### config.mk
export PLATFORM = sky130hd
export DESIGN_NAME = uart_rx_fifo
export DESIGN_NICKNAME = d
export VERILOG_FILES = /design/src/rtl/uart_pkg.sv /design/src/rtl/uart_sync_fifo.sv /design/src/rtl/uart_rx_fifo.sv
export SDC_FILE = /design/constraint.sdc
export NUM_CORES = 1
export LEC_CHECK = 0
export ABC_AREA = 1
export CELL_PAD_IN_SITES_DETAIL_PLACEMENT = 1
export CELL_PAD_IN_SITES_GLOBAL_PLACEMENT = 2
export CORE_MARGIN = 8
export CORE_UTILIZATION = 36
export CTS_CLUSTER_SIZE = 10
export DETAILED_ROUTE_END_ITERATION = 6
export HOLD_SLACK_MARGIN = 0.08
export PLACE_DENSITY_LB_ADDON = 0.1
export SLEW_MARGIN = 40
export SYNTH_ARGS = -nofsm -noshare
export SYNTH_HDL_FRONTEND = slang
export SYNTH_SLANG_ARGS = --single-unit
export TNS_END_PERCENT = 1
### constraint.sdc
create_clock -name pclk -period 2.4 [get_ports pclk]
set_input_delay 0.24 -clock pclk [delete_from_list [all_inputs] [get_ports pclk]]
set_output_delay 0.24 -clock pclk [all_outputs]
set_load 0.01 [all_outputs]
### src/rtl/uart_pkg.sv
// Shared types and helpers for the UART receive path.
package uart_pkg;

    typedef enum logic [2:0] {
        IDLE,
        START,
        DATA,
        PARITY,
        STOP1,
        STOP2,
        BRK_WAIT
    } rx_state_e;

    // Flag positions above the data field in a FIFO entry {ferr, perr, data}.
    localparam int PERR_BIT = 0;
    localparam int FERR_BIT = 1;

    function automatic int clog2(input int value);
        int r;
        r = 0;
        while ((1 << r) < value) begin
            r = r + 1;
        end
        return r;
    endfunction

endpackage

### src/rtl/uart_sync_fifo.sv
// First-word-fall-through FIFO; a push into a full FIFO succeeds only with a same-cycle pop.
module uart_sync_fifo import uart_pkg::*; #(
    parameter  int WIDTH = 10,
    parameter  int DEPTH = 16,
    localparam int AW    = clog2(DEPTH),
    localparam int LW    = clog2(DEPTH) + 1
) (
    input  logic             clk,
    input  logic             rst_b,
    input  logic             push,
    input  logic [WIDTH-1:0] din,
    input  logic             pop,
    output logic [WIDTH-1:0] dout,
    output logic             empty,
    output logic             full,
    output logic [LW-1:0]    level,
    output logic             drop
);

    logic [WIDTH-1:0] mem [DEPTH];
    logic [AW-1:0]    wr_ptr;
    logic [AW-1:0]    rd_ptr;
    logic [LW-1:0]    cnt;
    logic [WIDTH-1:0] last_q;
    logic             do_push;
    logic             do_pop;

    assign empty   = (cnt == '0);
    assign full    = (cnt == LW'(DEPTH));
    assign level   = cnt;
    assign do_pop  = pop && !empty;
    assign do_push = push && (!full || do_pop);
    assign drop    = push && full && !do_pop;

    // Head is held at the last popped entry once the FIFO drains.
    assign dout = empty ? last_q : mem[rd_ptr];

    always_ff @(posedge clk) begin
        if (do_push) begin
            mem[wr_ptr] <= din;
        end
    end

    always_ff @(posedge clk) begin
        if (!rst_b) begin
            wr_ptr <= '0;
            rd_ptr <= '0;
            cnt    <= '0;
            last_q <= '0;
        end else begin
            if (do_push) begin
                wr_ptr <= wr_ptr + AW'(1);
            end
            if (do_pop) begin
                rd_ptr <= rd_ptr + AW'(1);
                last_q <= mem[rd_ptr];
            end
            cnt <= cnt + LW'(do_push) - LW'(do_pop);
        end
    end

endmodule

### src/rtl/uart_rx_fifo.sv
// UART receiver with oversampled 3-sample voting, run-time parity/stop config and an entry FIFO.
//
// state    | meaning
// IDLE     | line idle, waiting for a low sample on a tick
// START    | start bit; a high vote is treated as a glitch
// DATA     | data bits, LSB first
// PARITY   | parity bit (only when parity was latched on)
// STOP1    | first stop bit
// STOP2    | second stop bit (only when stop2 was latched on)
// BRK_WAIT | break captured, waiting for the line to return high
module uart_rx_fifo import uart_pkg::*; #(
    parameter  int DATA_BITS   = 8,
    parameter  int OVERSAMPLE  = 16,
    parameter  int DIV_W       = 16,
    parameter  int FIFO_DEPTH  = 16,
    parameter  int SYNC_STAGES = 2,
    localparam int LVL_W       = clog2(FIFO_DEPTH) + 1
) (
    input  logic                 pclk,
    input  logic                 prstn,
    input  logic [DIV_W-1:0]     baud_div,
    input  logic                 parity_en,
    input  logic                 parity_odd,
    input  logic                 stop2,
    input  logic [LVL_W-1:0]     irq_thresh,
    input  logic                 rx,
    input  logic                 pop,
    input  logic                 ovr_clr,
    output logic [DATA_BITS-1:0] rd_data,
    output logic                 rd_perr,
    output logic                 rd_ferr,
    output logic                 empty,
    output logic                 full,
    output logic [LVL_W-1:0]     level,
    output logic                 overrun,
    output logic                 uart_irq
);

    localparam int PH_W  = clog2(OVERSAMPLE);
    localparam int BC_W  = clog2(DATA_BITS);
    localparam int ENT_W = DATA_BITS + 2;

    localparam logic [PH_W-1:0] PH_PRE  = PH_W'(OVERSAMPLE / 2 - 1);
    localparam logic [PH_W-1:0] PH_MID  = PH_W'(OVERSAMPLE / 2);
    localparam logic [PH_W-1:0] PH_RES  = PH_W'(OVERSAMPLE / 2 + 1);
    localparam logic [PH_W-1:0] PH_LAST = PH_W'(OVERSAMPLE - 1);
    localparam logic [BC_W-1:0] BC_LAST = BC_W'(DATA_BITS - 1);

    logic [SYNC_STAGES-1:0] sync_q;
    logic                   rx_s;
    logic [DIV_W-1:0]       div_cnt;
    logic                   tick;

    rx_state_e              state;
    rx_state_e              state_nxt;
    logic [PH_W-1:0]        phase;
    logic [BC_W-1:0]        bit_cnt;
    logic                   samp_a;
    logic                   samp_b;
    logic [DATA_BITS-1:0]   shreg;
    logic                   pbit_q;
    logic                   stop1_q;
    logic                   par_en_l;
    logic                   par_odd_l;
    logic                   stop2_l;
    logic                   push_q;
    logic [ENT_W-1:0]       push_entry;

    logic                   at_pre;
    logic                   at_mid;
    logic                   at_res;
    logic                   bit_end;
    logic                   vote;
    logic                   final_stop;
    logic                   ferr_c;
    logic                   perr_c;
    logic                   brk_c;
    logic                   start_det;

    logic [ENT_W-1:0]       head;
    logic                   fifo_drop;

    always_ff @(posedge pclk) begin
        if (!prstn) begin
            sync_q <= '1;
        end else begin
            sync_q <= {sync_q[SYNC_STAGES-2:0], rx};
        end
    end

    assign rx_s = sync_q[SYNC_STAGES-1];

    // Compare with >= so lowering baud_div below the running count cannot stall the tick.
    assign tick = (div_cnt >= baud_div);

    always_ff @(posedge pclk) begin
        if (!prstn) begin
            div_cnt <= '0;
        end else if (tick) begin
            div_cnt <= '0;
        end else begin
            div_cnt <= div_cnt + DIV_W'(1);
        end
    end

    always_ff @(posedge pclk) begin
        if (!prstn) begin
            state      <= IDLE;
            phase      <= '0;
            bit_cnt    <= '0;
            samp_a     <= 1'b1;
            samp_b     <= 1'b1;
            shreg      <= '0;
            pbit_q     <= 1'b0;
            stop1_q    <= 1'b1;
            par_en_l   <= 1'b0;
            par_odd_l  <= 1'b0;
            stop2_l    <= 1'b0;
            push_q     <= 1'b0;
            push_entry <= '0;
        end else begin
            state  <= state_nxt;
            push_q <= final_stop;
            if (final_stop) begin
                push_entry <= {ferr_c, perr_c, shreg};
            end

            if (state == IDLE || state == BRK_WAIT) begin
                phase <= '0;
            end else if (tick) begin
                phase <= (phase == PH_LAST) ? '0 : phase + PH_W'(1);
            end

            if (start_det) begin
                par_en_l  <= parity_en;
                par_odd_l <= parity_odd;
                stop2_l   <= stop2;
                shreg     <= '0;
            end

            if (at_pre) begin
                samp_a <= rx_s;
            end
            if (at_mid) begin
                samp_b <= rx_s;
            end

            if (state == START && bit_end) begin
                bit_cnt <= '0;
            end
            if (state == DATA && at_res) begin
                shreg <= {vote, shreg[DATA_BITS-1:1]};
            end
            if (state == DATA && bit_end) begin
                bit_cnt <= bit_cnt + BC_W'(1);
            end
            if (state == PARITY && at_res) begin
                pbit_q <= vote;
            end
            if (state == STOP1 && at_res) begin
                stop1_q <= vote;
            end
        end
    end

    always_comb begin
        at_pre     = tick && (phase == PH_PRE);
        at_mid     = tick && (phase == PH_MID);
        at_res     = tick && (phase == PH_RES);
        bit_end    = tick && (phase == PH_LAST);
        start_det  = (state == IDLE) && tick && !rx_s;
        vote       = (samp_a & samp_b) | (samp_a & rx_s) | (samp_b & rx_s);
        final_stop = at_res && (((state == STOP1) && !stop2_l) || (state == STOP2));
        ferr_c     = !vote || ((state == STOP2) && !stop1_q);
        perr_c     = par_en_l && ((^shreg) ^ pbit_q ^ par_odd_l);
        brk_c      = (shreg == '0) && !vote && ((state != STOP2) || !stop1_q)
                     && !(par_en_l && pbit_q);
    end

    always_comb begin
        state_nxt = state;
        case (state)
            IDLE: begin
                if (start_det) begin
                    state_nxt = START;
                end
            end
            START: begin
                if (at_res && vote) begin
                    state_nxt = IDLE;
                end else if (bit_end) begin
                    state_nxt = DATA;
                end
            end
            DATA: begin
                if (bit_end && (bit_cnt == BC_LAST)) begin
                    state_nxt = par_en_l ? PARITY : STOP1;
                end
            end
            PARITY: begin
                if (bit_end) begin
                    state_nxt = STOP1;
                end
            end
            STOP1: begin
                if (final_stop) begin
                    state_nxt = brk_c ? BRK_WAIT : IDLE;
                end else if (bit_end) begin
                    state_nxt = STOP2;
                end
            end
            STOP2: begin
                if (final_stop) begin
                    state_nxt = brk_c ? BRK_WAIT : IDLE;
                end
            end
            BRK_WAIT: begin
                if (rx_s) begin
                    state_nxt = IDLE;
                end
            end
            default: state_nxt = IDLE;
        endcase
    end

    uart_sync_fifo #(
        .WIDTH (ENT_W),
        .DEPTH (FIFO_DEPTH)
    ) u_fifo (
        .clk   (pclk),
        .rst_b (prstn),
        .push  (push_q),
        .din   (push_entry),
        .pop   (pop),
        .dout  (head),
        .empty (empty),
        .full  (full),
        .level (level),
        .drop  (fifo_drop)
    );

    assign rd_data = head[DATA_BITS-1:0];
    assign rd_perr = head[DATA_BITS + PERR_BIT];
    assign rd_ferr = head[DATA_BITS + FERR_BIT];

    always_ff @(posedge pclk) begin
        if (!prstn) begin
            overrun  <= 1'b0;
            uart_irq <= 1'b0;
        end else begin
            if (fifo_drop) begin
                overrun <= 1'b1;
            end else if (ovr_clr) begin
                overrun <= 1'b0;
            end
            uart_irq <= overrun || ((irq_thresh != '0) && (level >= irq_thresh));
        end
    end

endmodule

==> results of run 1 <==
[layout make-up]
type                            instances  share of cell area (%)
Clock buffer                           49                    6.23
Tap cell                              390                    3.66
Multi-Input combinational cell        592                    27.4
Clock inverter                          3                   0.244
Inverter                              155                    4.36
Timing Repair Buffer                  133                    9.59
Sequential cell                       243                    48.5
[layer usage]
| layer | share of wire [%] | wire [µm] |
|---|---|---|
| met1 | 45 | 12200 |
| met2 | 51 | 13700 |
| met3 | 2.6 | 696 |
| met4 | 1.8 | 494 |
| met5 | 0 | 0 |
[cell usage after synthesis, drive strengths merged]
library cell	count
o2111ai	2
xor2	7
nand2	113
clkbuf	24
nand3	22
nand4	10
xnor2	5
mux2i	40
clkinv	1
dfxtp	83
o21ai	105
o21bai	3
fa	1
o211a	1
a21o	1
o311ai	1
ha	42
and3	2
o211ai	41
nor3b	6
a31oi	1
or2	2
a211oi	2
edfxtp	160
nor2	74
a31o	1
nand3b	1
a21oi	98
o21a	2
nor3	9
inv	154
buf	17
[sequential cells by signal, summed over array words and instances, names as in the netlist, named ones only]
signal and flops:
bit_cnt 3, div_cnt 16, overrun 1, par_en_l 1
par_odd_l 1, pbit_q 1, phase 4, push_entry 10
push_q 1, samp_a 1, samp_b 1, shreg 8
state 3, stop1_q 1, stop2_l 1, sync_q 2
u_fifo.last_q 10, u_fifo.level 5, u_fifo.mem 160, u_fifo.rd_ptr 4
u_fifo.wr_ptr 4, uart_irq 1
[kinds of logic after synthesis]
kind of cell	count (synthesis)	share of synthesized area (%)
buf+inv	196	7.14
mux	40	3.72
simple gates	239	9.70
compound gates	258	13.3
xor+xnor	12	0.976
flops	243	60.1
fa+ha+maj	43	5.07
[power breakdown]
part           total, mW  internal, mW  switching [mW]
sequential          4.66          4.56           0.105
clock               3.97          2.34            1.63
combinational       3.18          1.43            1.74
total               11.8          8.33            3.48
[how the worst max path moves through the flow]
stage,startpoint,endpoint,slack (ns),cells past startpoint
floorplan,u_fifo.level[2],u_fifo.level[4],0.01,16
global placement,baud_div[7],state[0],-0.15,19
detailed placement,baud_div[7],shreg[4],-0.21,15
CTS,register,rd_data[1],-0.23,9
global route,register,rd_data[4],-0.27,11
finish,register,rd_data[3],-0.13,10
[timing repair]
item                       4_1_cts  5_1_grt
gates resized for setup         80       36
pin swaps                       20       29
gates cloned                     2        2
buffers inserted                11        3
setup endpoints to repair       11       27
==> flow_metrics.env, run 1 <==
export IMPL_hp_class="input pin to register"
export IMPL_holdPathStages=2
export IMPL_final_nets=1226
export IMPL_grt_max_degree=30
export IMPL_multiInputGateArea_mm2=0.00365
export IMPL_slew_violations=0
export IMPL_skew_ns=0.0121
export IMPL_hp_start="rx"
export IMPL_fin_crit_sh_pct=105
export IMPL_final_common_cell="edfxtp_1"
export IMPL_drt_iter0_markers=266
export IMPL_reg2reg_to="u_fifo.level[4]"
export IMPL_status="finished, violations left"
export IMPL_place_gp_congestion=0.778
export IMPL_worst_path_max_delay_cell="dfxtp_4"
export IMPL_holdWs_ns=0.262
export IMPL_place_area_mm2=0.0122
export IMPL_setup_slack_ns=-0.129
export IMPL_crit_family="buffers and inverters"
export IMPL_grt_pass1_vias=8058
export IMPL_drive_above_1_share_pct=16.0
export IMPL_slew_headroom_pct=43.0
export IMPL_clkLatencyLatePin_ns=0.55
export IMPL_fillCellCount=3246
export IMPL_fin_total_pwr_mw=11.8
export IMPL_drcViolationCount=0
export IMPL_grt_ovfl_total=0
export IMPL_antennaDiodeCount=0
export IMPL_cts_root_buf="clkbuf_16"
export IMPL_postSynthCellCount=1031
export IMPL_yosysWarnings=0
export IMPL_endpoint_kind="output pin"
export IMPL_start_util_pct=36.4
export IMPL_timing_critical_path_buf_inv=4
export IMPL_max_stage_delay_ns=0.42
export IMPL_synth_seq_cells=243
export IMPL_violations="negative setup slack"
export IMPL_synth_area_mm2=0.0108
export IMPL_synth_distinct_cells=42
export IMPL_worstRegToRegCells=16
export IMPL_peakVddDrop_uv=622
export IMPL_clock_path_buffers=3
export IMPL_hpwlAfterDp_um=18600
export IMPL_drv_cap=0
export IMPL_grtUsageMet3_pct=2.34
export IMPL_hold_buffers=0
export IMPL_busiest_layer="met2"
export IMPL_layout_min_cycle_time_ns=2.53
export IMPL_finalSetupTns_ns=-0.769
export IMPL_area_growth_syn_to_layout_pct=23.9
export IMPL_track_usage_pct=15.0
export IMPL_wl_per_cell_um=17.3
export IMPL_postRouteAntennaNets=0
export IMPL_vias=7613
export IMPL_synth_nets=1103
export IMPL_hold_violations=0
export IMPL_dieArea_mm2=0.0357
export IMPL_final_cells=1565
export IMPL_drt_pass1_iter_count=4
export IMPL_clk_pin_slew_ns=0.06
export IMPL_worst_pin_slew_ns=0.855
export IMPL_cp_max_fo=6
export IMPL_rows=63
export IMPL_grt_pass1_wl_um=43200
export IMPL_fmax_ghz=0.395
export IMPL_cts_tree="yes"
export IMPL_leakage_nw=5.08
export IMPL_antenna_found_initial=0
export IMPL_numCtsBuffers=29
export IMPL_synth_area_leader_cell="edfxtp_1"
export IMPL_power_density_mw_per_mm2=885
export IMPL_drt_vias_per_instance=4.86
export IMPL_regArea_mm2=0.00647
export IMPL_dp_slack_ns=-0.212
export IMPL_grtUsageMet1_pct=18.6
export IMPL_cp_cell_sequence="buf_12, buf_12, buf_6, mux2i_1, o211ai_1, o211ai_1, nand2_1, nand2_1, o21ai_0, buf_2"
export IMPL_pin_count=48
export IMPL_worstPathArrival_ns=2.29
export IMPL_die_w_um=189
export IMPL_die_h_um=189
export IMPL_r2r_start="u_fifo.level[3]"
export IMPL_synthTopCellsByArea="edfxtp_1 (45%), dfxtp_1 (15%), inv_1 (5.3%), ha_1 (4.9%), o21ai_0 (4.6%)"
export IMPL_utilization_pct=45.1
export IMPL_coreArea_mm2=0.0296
export IMPL_yosysTopAreaCellShare_pct=44.6
export IMPL_cts_htree_levels=1
export IMPL_place_inst=1495
export IMPL_r2r_slack_ns=0.03
export IMPL_cp_start_kind="register"
export IMPL_setup_viol=10
export IMPL_design_area_mm2=0.0133
export IMPL_cp_required_ns=2.16
export IMPL_synth_yosys_seq_area_share_pct=60.1
export IMPL_io_buffer_count=47
export IMPL_worstHoldEndpoint="sync_q[0]"
export IMPL_grt_setup_unrepaired="true"
export IMPL_worstSetupPathType="register to output pin"
export IMPL_drt_total_wl_um=27000
export IMPL_layout_common_cells="edfxtp_1 (160), inv_1 (145), nand2_1 (99)"
export IMPL_clock_sinks=243
export IMPL_synth_avg_cell_area_um2=10.4
export IMPL_met2_usage_pct=26.7
Note: power is estimated with default switching activity, not from simulation.
==> run 2: changes to the inputs <==
Settings changed: SETUP_SLACK_MARGIN from default to 0.05, SLEW_MARGIN 40 to default.
==> flow_metrics.env, run 2 (same netlist as run 1, synthesis figures left out) <==
export IMPL_area_growth_syn_to_layout_pct=24.0
export IMPL_leakage_nw=5.11
export IMPL_cts_root_buf="clkbuf_16"
export IMPL_wl_per_cell_um=17.3
export IMPL_clkLatencyLatePin_ns=0.55
export IMPL_slew_headroom_pct=47.4
export IMPL_peakVddDrop_uv=435
export IMPL_status="finished, violations left"
export IMPL_place_gp_congestion=0.766
export IMPL_final_common_cell="edfxtp_1"
export IMPL_skew_ns=0.0137
export IMPL_track_usage_pct=15.2
export IMPL_worstSetupPathType="register to output pin"
export IMPL_drv_cap=0
export IMPL_hpwlAfterDp_um=18500
export IMPL_cts_htree_levels=1
export IMPL_violations="negative setup slack"
export IMPL_drcViolationCount=0
export IMPL_worst_pin_slew_ns=0.788
export IMPL_hold_violations=0
export IMPL_place_inst=1496
export IMPL_vias=7615
export IMPL_design_area_mm2=0.0134
export IMPL_top_regs="u_fifo.mem (160), div_cnt (16)"
export IMPL_grt_pass1_vias=8080
export IMPL_pin_count=48
export IMPL_rows=63
export IMPL_drt_vias_per_instance=4.86
export IMPL_antenna_found_initial=0
export IMPL_finalSetupTns_ns=-0.805
export IMPL_drt_pass1_iter_count=4
export IMPL_drt_total_wl_um=27100
export IMPL_clk_pin_slew_ns=0.06
export IMPL_grt_setup_unrepaired="true"
export IMPL_numCtsBuffers=29
export IMPL_final_cells=1567
export IMPL_worstPathArrival_ns=2.29
export IMPL_clock_path_buffers=3
export IMPL_power_density_mw_per_mm2=885
export IMPL_cp_start_kind="register"
export IMPL_grt_ovfl_total=0
export IMPL_antennaDiodeCount=0
export IMPL_cp_max_fo=7
export IMPL_dieArea_mm2=0.0357
export IMPL_top_register="u_fifo.mem"
export IMPL_drive_above_1_share_pct=15.0
export IMPL_start_util_pct=36.4
export IMPL_fin_total_pwr_mw=11.8
export IMPL_die_w_um=189
export IMPL_fmax_ghz=0.395
export IMPL_drt_iter0_markers=273
export IMPL_clock_sinks=243
export IMPL_io_buffer_count=47
export IMPL_largest_reg_flops=160
export IMPL_setup_viol=10
export IMPL_hold_buffers=0
export IMPL_grt_max_degree=38
export IMPL_holdWs_ns=0.267
export IMPL_layout_min_cycle_time_ns=2.53
export IMPL_grt_pass1_wl_um=44000
export IMPL_slew_violations=0
export IMPL_cp_required_ns=2.16
export IMPL_postRouteAntennaNets=0
export IMPL_die_h_um=189
export IMPL_fin_crit_sh_pct=105
export IMPL_place_area_mm2=0.0122
export IMPL_cts_tree="yes"
export IMPL_final_nets=1227
export IMPL_coreArea_mm2=0.0296
export IMPL_setup_slack_ns=-0.129
export IMPL_hp_class="input pin to register"
export IMPL_endpoint_kind="output pin"
export IMPL_layout_common_cells="edfxtp_1 (160), inv_1 (149), nand2_1 (102)"
## run 2: changes by cell type in the layout (fill, tap and decap cells not counted), moves of 3 or more
cell,previous run,this run
ha_1,39,42
buf_4,68,63
buf_6,3,9
nand2_2,12,9
inv_2,9,5
inv_1,145,149
nand2_1,99,102
## run 2: area by class of cell
cell class	instances	area [µm²]
well taps	390	488
flip-flops and latches	243	6470
clock inverters	3	31.3
inverters	155	582
repair buffers	134	1330
clock buffers	50	845
multi-input cells	592	3600
fillers	3262	16200
## run 2: critical path, stage by stage, from the launching register on
cell and delay [ns]:
dfxtp_4 0.40, buf_6 0.13, buf_12 0.13, buf_4 0.17, mux2i_1 0.12, o211ai_1 0.26, nand3_1 0.11, nand2_1 0.11
nand2_1 0.05, o21ai_0 0.09, buf_2 0.18
## run 2: power breakdown
part / internal (mW) / switching, mW
combinational: 1.41 / 1.71
clock: 2.37 / 1.66
sequential: 4.56 / 0.115
## run 2: metrics by stage
stage / worst slack (ns) / util [%]
4_1_cts: -0.219 / 44.9
2_1_floorplan: 0.0641 / -
3_3_place_gp: -0.140 / 41.2
5_1_grt: -0.236 / 45.2
3_5_place_dp: -0.205 / 41.2
6_report: -0.129 / 45.2
## run 2: worst paths after layout
check | start | end | slack, ns | cells after the start
setup reg to reg | u_fifo.level[2] | u_fifo.level[4] | 0.09 | 16
hold / removal | rx | sync_q[0] | 0.27 | 2
setup / recovery | register | rd_data[6] | -0.13 | 10
hold reg to reg | sync_q[0] | sync_q[1] | 0.44 | 1
## run 2: what timing repair did
action                                  CTS  global route
pin swaps                                20            14
setup buffers                            12             2
gates resized for setup                  73            27
endpoints found under the setup margin   12            33
cloned                                    3             1
## run 2: routing by layer
layer	global-route usage, %	vias up	wire [µm]
met2	26.9	66	13400
met3	2.32	46	709
met5	0	-	0
met1	19.3	3695	12400
met4	3.70	0	616
li1	-	3808	-
==> run 3: changes to the inputs <==
Settings changed: SKIP_CTS_REPAIR_TIMING from default to 1.
==> flow_metrics.env, run 3 (same netlist as run 1, synthesis figures left out) <==
export IMPL_top_register="u_fifo.mem"
export IMPL_drt_vias_per_instance=4.86
export IMPL_top_regs="u_fifo.mem (160), div_cnt (16)"
export IMPL_cp_max_fo=9
export IMPL_worstPathArrival_ns=2.29
export IMPL_setup_slack_ns=-0.132
export IMPL_numCtsBuffers=29
export IMPL_violations="negative setup slack"
export IMPL_worstRegToRegCells=16
export IMPL_cp_required_ns=2.16
export IMPL_setup_viol=10
export IMPL_combPwrFrac_pct=25.9
export IMPL_die_h_um=189
export IMPL_status="finished, violations left"
export IMPL_final_nets=1223
export IMPL_endpoint_kind="output pin"
export IMPL_hpwlAfterDp_um=18500
export IMPL_hp_start="rx"
export IMPL_place_area_mm2=0.0122
export IMPL_drv_cap=0
export IMPL_layout_min_cycle_time_ns=2.53
export IMPL_grt_ovfl_total=0
export IMPL_grt_setup_unrepaired="true"
export IMPL_grt_max_degree=38
export IMPL_clock_sinks=243
export IMPL_reg2reg_to="u_fifo.level[4]"
export IMPL_layout_common_cells="edfxtp_1 (160), inv_1 (148), nand2_1 (102)"
export IMPL_drt_total_wl_um=27000
export IMPL_peakVddDrop_uv=445
export IMPL_largest_reg_flops=160
export IMPL_cts_htree_levels=1
export IMPL_drcViolationCount=0
export IMPL_leakage_nw=5.09
export IMPL_drt_iter0_markers=305
export IMPL_postRouteAntennaNets=0
export IMPL_hp_class="input pin to register"
export IMPL_r2r_slack_ns=0.09
export IMPL_fmax_ghz=0.395
export IMPL_grt_pass1_wl_um=42900
export IMPL_p_sw_share_pct=29.7
export IMPL_start_util_pct=36.4
export IMPL_final_cells=1563
export IMPL_r2r_start="u_fifo.level[2]"
export IMPL_wl_per_cell_um=17.3
export IMPL_place_gp_congestion=0.766
export IMPL_rows=63
export IMPL_worstSetupPathType="register to output pin"
export IMPL_clkLatencyLatePin_ns=0.55
export IMPL_slew_headroom_pct=47.4
export IMPL_design_area_mm2=0.0133
export IMPL_clock_path_buffers=3
export IMPL_coreArea_mm2=0.0296
export IMPL_holdPathStages=2
export IMPL_slew_violations=0
export IMPL_drive_above_1_share_pct=15.3
export IMPL_pin_count=48
export IMPL_power_density_mw_per_mm2=884
export IMPL_pwr_share_seq_pct=39.7
export IMPL_worst_pin_slew_ns=0.788
export IMPL_cts_tree="yes"
export IMPL_worstHoldEndpoint="sync_q[0]"
export IMPL_grt_pass1_vias=7945
export IMPL_final_common_cell="edfxtp_1"
export IMPL_io_buffer_count=47
export IMPL_p_sw_mw=3.49
export IMPL_clk_pin_slew_ns=0.05
export IMPL_area_growth_syn_to_layout_pct=23.4
export IMPL_antennaDiodeCount=0
export IMPL_fin_crit_sh_pct=106
export IMPL_antenna_found_initial=0
export IMPL_cp_start_kind="register"
export IMPL_vias=7596
export IMPL_drt_pass1_iter_count=4
export IMPL_track_usage_pct=14.8
export IMPL_skew_ns=0.0156
export IMPL_hold_violations=0
export IMPL_internal_power_mw=8.26
export IMPL_die_w_um=189
export IMPL_p_clk_share_pct=34.4
export IMPL_fin_total_pwr_mw=11.7
export IMPL_place_inst=1496
export IMPL_holdWs_ns=0.268
export IMPL_dieArea_mm2=0.0357
export IMPL_cts_root_buf="clkbuf_16"
-- run 3: changes by cell type in the layout (fill, tap and decap cells not counted), sizes merged --
cell,previous run,this run
dlymetal6s2s,0,2
bufbuf,1,0
clkbuf,51,54
clkdlybuf4s50,37,35
buf,95,89
-- run 3: power by group through the flow --
stage	Sequential (mW)	Clock [mW]	Combinational, mW
floorplan	4.74	0	1.61
global placement	4.75	0	2.88
detailed placement	4.75	0	2.92
CTS	4.67	4.16	2.93
global route	4.68	4.35	3.40
finish	4.67	4.04	3.04
-- run 3: area by class of cell --
class | instances | area, µm²
Fill cell | 3268 | 16300
Sequential cell | 243 | 6480
Multi-Input combinational cell | 592 | 3630
Timing Repair Buffer | 130 | 1230
Clock buffer | 50 | 845
Inverter | 155 | 582
Tap cell | 390 | 488
Clock inverter | 3 | 31.3
-- run 3: how the worst max path moves through the flow --
stage,from,end,slack [ns],cells after the start
after floorplan,u_fifo.level[2],u_fifo.level[4],0.06,16
after global placement,baud_div[7],bit_cnt[2],-0.14,15
after detailed placement,baud_div[7],push_entry[6],-0.21,16
after CTS,register,rd_data[1],-0.56,10
after global routing,register,rd_data[6],-0.22,10
final,register,rd_data[6],-0.13,10
-- run 3: per-layer routing --
layer | vias to the layer above | share of wire, % | GRT usage (%)
met5 | - | 0 | 0
met3 | 41 | 2.5 | 2.28
li1 | 3793 | - | -
met4 | 0 | 2.0 | 3.13
met2 | 65 | 49 | 26.2
met1 | 3697 | 47 | 18.9
-- run 3: stage by stage --
stage | setup WS, ns | util (%) | TNS, ns
2_1_floorplan | 0.0641 | - | 0
3_3_place_gp | -0.140 | 41.2 | -2.31
3_5_place_dp | -0.205 | 41.2 | -3.90
4_1_cts | -0.560 | 44.2 | -5.26
5_1_grt | -0.220 | 44.9 | -2.14
6_report | -0.132 | 44.9 | -0.729
-- run 3: critical path, stage by stage (launching register included) --
cell,delay (ns)
dfxtp_4,0.37
buf_6,0.14
buf_12,0.14
buf_12,0.14
o21ai_0,0.24
o211ai_1,0.22
nand3_1,0.13
nand2_1,0.09
nand2_1,0.06
o21ai_1,0.07
buf_2,0.15
